<file path="src/rtl/shift_pattern_ctrl.sv">
// rtl/shift_pattern_ctrl.sv - button front end, run-mode FSM, speed level and step/load strobes
// for the 8-position running-light datapath.
module shift_pattern_ctrl #(
  parameter int unsigned DEBOUNCE_CYCLES = 1_000_000,
  parameter int unsigned TICK_BASE       = 80_000_000,
  parameter int unsigned REPEAT_CYCLES   = 50_000_000
) (
  input  logic       clk,
  input  logic       rst_n,
  input  logic       btnc,
  input  logic       btnd,
  input  logic       btnl,
  input  logic       btnr,
  input  logic       btnu,
  output logic [1:0] dir,
  output logic [2:0] speed_lvl,
  output logic       load,
  output logic [7:0] load_val,
  output logic       step
);

  localparam int DB_W = (DEBOUNCE_CYCLES > 1) ? $clog2(DEBOUNCE_CYCLES) : 1;
  localparam int RP_W = (REPEAT_CYCLES > 1) ? $clog2(REPEAT_CYCLES) : 1;
  localparam logic [DB_W-1:0] DB_LAST = DB_W'(DEBOUNCE_CYCLES - 1);
  localparam logic [RP_W-1:0] RP_LAST = RP_W'(REPEAT_CYCLES - 1);

  localparam int B_C = 0;
  localparam int B_D = 1;
  localparam int B_U = 2;
  localparam int B_L = 3;
  localparam int B_R = 4;

  typedef enum logic [1:0] {
    ST_IDLE  = 2'd0,
    ST_RUN_L = 2'd1,
    ST_RUN_R = 2'd2
  } state_t;

  logic [4:0]      w_btn;
  logic [4:0]      r_sync1;
  logic [4:0]      r_sync2;
  logic [4:0]      r_deb;
  logic [4:0]      r_deb_q;
  logic [4:0]      r_evt;
  logic [DB_W-1:0] r_db_cnt [5];
  logic [RP_W-1:0] r_rep_cnt [2];
  logic [4:0]      w_rise;
  logic [1:0]      w_rep;

  assign w_btn  = {btnr, btnl, btnu, btnd, btnc};
  assign w_rise = r_deb & ~r_deb_q;

  // Auto-repeat lanes: index 0 is D, index 1 is U.
  always_comb begin
    w_rep = '0;
    for (int j = 0; j < 2; j++) begin
      w_rep[j] = r_deb[j+1] & ~w_rise[j+1] & (r_rep_cnt[j] == RP_LAST);
    end
  end

  always_ff @(posedge clk) begin
    if (!rst_n) begin
      r_sync1 <= '0;
      r_sync2 <= '0;
      r_deb   <= '0;
      r_deb_q <= '0;
      r_evt   <= '0;
      for (int i = 0; i < 5; i++) r_db_cnt[i] <= '0;
      for (int j = 0; j < 2; j++) r_rep_cnt[j] <= '0;
    end else begin
      r_sync1 <= w_btn;
      r_sync2 <= r_sync1;
      r_deb_q <= r_deb;
      for (int i = 0; i < 5; i++) begin
        if (r_sync2[i] == r_deb[i]) begin
          r_db_cnt[i] <= '0;
        end else if (r_db_cnt[i] == DB_LAST) begin
          r_deb[i]    <= ~r_deb[i];
          r_db_cnt[i] <= '0;
        end else begin
          r_db_cnt[i] <= r_db_cnt[i] + 1'b1;
        end
      end
      for (int j = 0; j < 2; j++) begin
        if (!r_deb[j+1] || w_rise[j+1] || (r_rep_cnt[j] == RP_LAST)) begin
          r_rep_cnt[j] <= '0;
        end else begin
          r_rep_cnt[j] <= r_rep_cnt[j] + 1'b1;
        end
      end
      r_evt <= w_rise | {2'b00, w_rep[1], w_rep[0], 1'b0};
    end
  end

  state_t      r_state;
  state_t      w_state_next;
  logic [2:0]  r_speed;
  logic [2:0]  w_speed_next;
  logic        r_load;
  logic        w_load_next;
  logic [7:0]  r_load_val;
  logic [7:0]  w_load_val_next;
  logic        r_step;
  logic        w_step_next;
  logic [31:0] r_acc;
  logic [31:0] w_acc_next;
  logic [31:0] w_inc;
  logic [31:0] w_acc_sum;

  assign w_inc     = 32'd1 << r_speed;
  assign w_acc_sum = r_acc + w_inc;

  always_comb begin
    w_state_next    = r_state;
    w_speed_next    = r_speed;
    w_load_next     = 1'b0;
    w_load_val_next = r_load_val;
    w_step_next     = 1'b0;
    w_acc_next      = r_acc;

    if (r_evt[B_C]) begin
      w_state_next    = ST_IDLE;
      w_load_next     = 1'b1;
      w_load_val_next = 8'h00;
    end else if (r_evt[B_D]) begin
      if (r_speed != 3'd0) w_speed_next = r_speed - 3'd1;
    end else if (r_evt[B_U]) begin
      if (r_speed != 3'd6) w_speed_next = r_speed + 3'd1;
    end else if (r_evt[B_L]) begin
      w_state_next    = ST_RUN_L;
      w_load_next     = 1'b1;
      w_load_val_next = 8'h01;
    end else if (r_evt[B_R]) begin
      w_state_next    = ST_RUN_R;
      w_load_next     = 1'b1;
      w_load_val_next = 8'h80;
    end

    // A load restarts the step period from zero; speed commands keep accumulating.
    if (w_load_next || (r_state == ST_IDLE)) begin
      w_acc_next = '0;
    end else if (w_acc_sum >= TICK_BASE) begin
      w_acc_next  = '0;
      w_step_next = 1'b1;
    end else begin
      w_acc_next = w_acc_sum;
    end
  end

  always_ff @(posedge clk) begin
    if (!rst_n) begin
      r_state    <= ST_IDLE;
      r_speed    <= 3'd3;
      r_load     <= 1'b0;
      r_load_val <= 8'h00;
      r_step     <= 1'b0;
      r_acc      <= '0;
    end else begin
      r_state    <= w_state_next;
      r_speed    <= w_speed_next;
      r_load     <= w_load_next;
      r_load_val <= w_load_val_next;
      r_step     <= w_step_next;
      r_acc      <= w_acc_next;
    end
  end

  assign dir       = r_state;
  assign speed_lvl = r_speed;
  assign load      = r_load;
  assign load_val  = r_load_val;
  assign step      = r_step;

endmodule

</file>
<file path="config.mk">
export PLATFORM = sky130hd
export DESIGN_NAME = shift_pattern_ctrl
export DESIGN_NICKNAME = d
export VERILOG_FILES = /design/src/rtl/shift_pattern_ctrl.sv
export SDC_FILE = /design/constraint.sdc
export NUM_CORES = 1
export LEC_CHECK = 0
export ABC_CLOCK_PERIOD_IN_PS = 6500
export CAP_MARGIN = 20
export CORE_AREA = 4 4 148 150
export DETAILED_ROUTE_END_ITERATION = 10
export DIE_AREA = 0 0 152 154
export PLACE_DENSITY = 0.72
export SKIP_LAST_GASP = 1
export SYNTH_ARGS = -nofsm -noshare
export SYNTH_HDL_FRONTEND = slang
export SYNTH_SLANG_ARGS = --single-unit
</file>
<file path="constraint.sdc">
create_clock -name clk -period 6.5 [get_ports clk]
set_clock_uncertainty 0.15 [all_clocks]
set_input_delay 0.975 -clock clk [delete_from_list [all_inputs] [get_ports clk]]
set_output_delay 0.975 -clock clk [all_outputs]
set_load 0.01 [all_outputs]
</file>
Word-level counts from Yosys, hierarchy flattened --
Memories as Yosys holds them, arrays and structs flattened. Index checks and enable logic that the tools add are counted. Widths: inputs -> output; s select.
Storage, ports and cells: input bits 7, register bits 72, logic and storage cells 208, memory bits (writable) 152, output and inout bits 15, memories 2
Cells by class: shifts and indexed selects 1, add/sub/neg operators 10, bitwise operators 42, multiplexer cells 101, reductions and logical operators 22, equality and inequality tests 14, $lt $le $gt $ge 1
Memory list:
- r_db_cnt | depth 5, width 20, rd ports 5, clocked after Yosys merged registers in 0, write ports 5, line 45 | logic [DB_W-1:0] r_db_cnt [5];
- r_rep_cnt | depth 2, width 26, rd ports 2, clocked after Yosys merged registers in 0, write ports 2, line 46 | logic [RP_W-1:0] r_rep_cnt [2];
Operators by type and width (count):
- $mux 20 | 15
- $mux 26 | 4
- $add 20x1->20 const B | 5
- $eq 20x20->1 const B | 5
- $mux 1 | 74
- $add 26x1->26 const B | 2
- $eq 26x26->1 const B | 2
- $add 32x32->32 | 1
- $ge 32x27->1 const B | 1
- $shl 1x3->32 const A | 1
- $or 1x1->1 | 19
- $mux 8 | 2
- $not 1->1 | 16
- $mux 3 | 4
- $reduce_and 2->1 | 5
- $reduce_bool 2->1 | 3
- $and 5x5->5 | 1
- $eq 1x1->1 | 5
- $logic_or 1x1->1 | 5
- $not 5->5 | 1
- $or 5x3->5 | 1
- $and 1x1->1 | 4
- $mux 2 | 2
- $reduce_and 4->1 | 1
- 10 further kinds | 12

Depth between registers and ports, before layout --
word-level depth 9, mapped depth 14, depth with buffers taken out 12

Worst setup path after synthesis --
No wires, ideal clock.
path type register to register, from reg r_speed[0], in the netlist speed_lvl[0], to reg r_acc[26], setup time 0.140 ns, stages on the path, launching flop included 14, slack 2.938 ns, clock period less this slack 3.562 ns, data required time 6.210 ns, buffers on the path 2, arrival 3.271 ns, path through dfxtp_1 -> clkbuf_1 -> inv_1 -> or3_1 -> fa_1 -> nand2b_1 -> a21oi_2 -> o21ai_1 -> or3_1 -> a21oi_1 -> nand2_1 -> o221ai_4 -> buf_6 -> nor3_1
On the way: word-level cells in the longest chain between the ends 4
RTL lines:
- start, declared | line 97 | logic [2:0] r_speed;
- start signal, assigned | line 160 | r_speed <= w_speed_next;
- $shl 1x3->32 * | line 110 | assign w_inc = 32'd1 << r_speed;
- $add 32x32->32 * | line 111 | assign w_acc_sum = r_acc + w_inc;
- $ge 32x27->1 | line 142 | end else if (w_acc_sum >= TICK_BASE) begin
- $reduce_or 3->1 (no line)
- end signal, assigned | line 164 | r_acc <= w_acc_next;
- end, declared | line 105 | logic [31:0] r_acc;
Every way passes the cells marked *; elsewhere a longest branch is shown, timed or not. A chain may end at the register's enable or synchronous reset.

Worst setup path after layout --
from reg r_speed[0], in the netlist speed_lvl[0], to reg r_acc[2]
Same word-level chain as after synthesis.

==> qor.csv <==
stage,metric,value,unit
floorplan,io_pins,22,
setup_path,path_class,reg2reg,
sta,fin_tns_setup,0,ns
clock_tree,cts_resized,0,
pwr,power.internal,2.38,mW
global_route,grt_first_pass_wirelength,32800,um
synth,ys_seq_area_frac,0.523,
cells_and_area,stdcell_count,1544,
floorplan,initial_core_util,0.540,
sta,setup_viol,0,
placement,place_hpwl,13000,um
global_route,grt_overflow,0,
synth,ys_types,63,
global_route,grt_max_degree,31,
sta,max_freq,0.240,GHz
global_route,grt_use_total,0.160,
setup_path,endpoint_kind,flip-flop,
cells_and_area,fin_nets,1274,
cells_and_area,diodes,0,
clock_tree,numCtsBuffers,25,
placement,post-place-cells,1498,
synth,ys_warn_count,0,
setup_path,rr_startpoint,speed_lvl[0],
clock_tree,post_cts.repair.setup_buffers,0,
floorplan,coreArea,0.0207,mm^2
synth,yosys.area.top_type,edfxtp_1,
floorplan,rows,53,
sta,worstMarginPinSlew,1.07,ns
routing,wl_per_cell,12.0,um
sta,rsz0062_at_grt,no,
setup_path,crit_path_max_fanout,28,
sta,layout_min_cycle_time,4.16,ns
routing,via_count,7643,
pwr,power,3.00,mW
floorplan,die_w,152,um
cells_and_area,area_growth,15.6,%
clock_tree,clock-sinks,216,
pwr,p_clk_frac,0.454,
synth,synth_edf_count,152,
synth,syn_area,0.0112,mm^2
floorplan,die_h,154,um
placement,gp_congestion,0.813,
synth,synthTopCellsByArea,"edfxtp_1 (41%), dfxtp_1 (11%), xor2_1 (7.5%), nor2_1 (6.2%), xnor2_1 (5.1%)",
synth,async_reset_ff_frac,0,
pwr,p_seq_frac,0.519,
sta,maxSlewViolCount,0,
routing,first_pass_iters,5,
clock_tree,cts_hold_buf,0,
pwr,pwr-share-comb,0.027,
synth,syn_avg_cell_area,10.3,um^2
synth,ys_ff_latch,216,
pwr,peakVddDrop,224,uV
clock_tree,clkTransAtPathRegs,0.06,ns
sta,whs,0.229,ns
min_path,min_path_type,reg2reg,
clock_tree,cts_tree,yes,
cells_and_area,fillers,1762,
global_route,grt_antenna_before_repair,0,
placement,place_area,0.0121,mm^2
clock_tree,cts_max_level,1,
setup_path,cp.required,6.70,ns
routing,drt_iter0_drc,356,
global_route,grt_pass1_vias,7444,
routing,ant_nets,0,
synth,synth.most_common_cell,nor2_1,
cells_and_area,drive_gt1_frac,0.0583,
cells_and_area,seq_area,0.00585,mm^2
cells_and_area,design_area,0.0129,mm^2
synth,syn_inst,1082,
routing,drc,0,
synth,synth_top_area_frac,0.409,
setup_path,crit_start,speed_lvl[0],
status,status,finished clean,
pwr,leakagePower,4.64,nW
flow_run,maxCapViolCount,0,
cells_and_area,post-route-util,0.624,
sta,worst_slew_margin_rel,0.287,
clock_tree,cts-root-buf,clkbuf_16,
min_path,hp-start,r_deb_q[0],
clock_tree,clock_latency,0.52,ns
cells_and_area,multiInputGateArea,0.00563,mm^2
sta,finalCritPeriodShare,0.641,
sta,fin_ws,2.34,ns
pwr,p_sw_frac,0.206,
routing,viasPerCell,4.95,
pwr,power.density,232,mW/mm^2
floorplan,die_area,0.0234,mm^2
placement,port_buffers,15,
sta,hold_viol_final,0,
setup_path,critPathLaunchType,flip-flop,
synth,synth_ff_type,edfxtp_1,
placement,post-place-ws,2.35,ns
clock_tree,clockBufferDepth,3,
pwr,switchingPower,0.617,mW
routing,postRouteWirelength,18500,um
synth,netlist_top_cells_count,"nor2_1 (185), edfxtp_1 (152), xor2_1 (96)",
setup_path,crit_arrival,4.36,ns
-- cells in the final DEF (no fill, tap or decap), types with 12 or more instances in the layout --
cell type / instances
nor2b_1: 12
nand2_1: 71
and3_1: 36
clkbuf_16: 26
o21ai_0: 18
xnor2_1: 65
nor3_1: 23
and2_1: 24
conb_1: 163
nand3_1: 77
a21oi_1: 22
ha_1: 15
inv_1: 30
nand4_1: 25
edfxtp_1: 152
xor2_1: 96
nor2_1: 185
nor3_2: 19
or3_1: 19
clkdlybuf4s50_1: 15
dfxtp_1: 64
-- path summary, 6_finish.rpt --
| path | end | slack, ns | depth (start not counted) |
|---|---|---|---|
| setup reg to reg | r_acc[2] | 2.34 | 11 |
| hold / removal | r_evt[0] | 0.23 | 1 |
| hold reg to reg | r_evt[0] | 0.23 | 1 |
| setup / recovery | r_acc[2] | 2.34 | 11 |
-- sequential cells by signal (all words and copies together), names as in the netlist --
| name | flops |
|---|---|
| load | 1 |
| r_sync2 | 5 |
| r_acc | 32 |
| r_rep_cnt | 52 |
| r_db_cnt | 100 |
| r_sync1 | 5 |
| r_evt | 5 |
| r_deb_q | 5 |
| speed_lvl | 3 |
| dir | 2 |
| step | 1 |
| r_deb | 5 |
-- metal layers --
layer / track usage / vias to the layer above / wire length, um
met4: 0.0407 / 0 / 419
met1: 0.210 / 3555 / 8640
met2: 0.280 / 73 / 9000
met3: 0.0236 / 29 / 449
met5: 0 / - / 0
li1: - / 3986 / -
-- critical path: stages, from the launching register on --
cell,delay [ns]
dfxtp_1,0.47
inv_1,0.16
or3_1,0.38
fa_1,0.43
nand2b_1,0.20
a21oi_2,0.25
o21ai_1,0.22
or3_1,0.41
a21oi_1,0.20
nand3_1,0.14
o221ai_4,0.83
nor3_1,0.14
-- power groups by stage --
stage / Sequential, mW / Combinational (mW) / Clock [mW]
after floorplan: 1.57 / 0.0705 / 0
after global placement: 1.58 / 0.0778 / 0
after detailed placement: 1.58 / 0.0777 / 0
after CTS: 1.55 / 0.0788 / 1.40
after global routing: 1.56 / 0.0954 / 1.46
final: 1.56 / 0.0812 / 1.36
-- cells by family after synthesis --
group / Yosys count / synth area share
simple gates: 529 / 0.242
flops: 216 / 0.523
xor+xnor: 161 / 0.126
compound gates: 83 / 0.0532
buf+inv: 66 / 0.0269
fa+ha+maj: 17 / 0.0204
mux: 8 / 0.00717
other cells: 2 / 0.000672
-- area by class of cell --
cell class,count,area share
Clock buffer,38,0.0578
Clock inverter,8,0.00591
Inverter,30,0.00872
Multi-Input combinational cell,961,0.436
Sequential cell,216,0.453
Tap cell,275,0.0267
Timing Repair Buffer,16,0.0122
(Power assumes the default switching activity.)
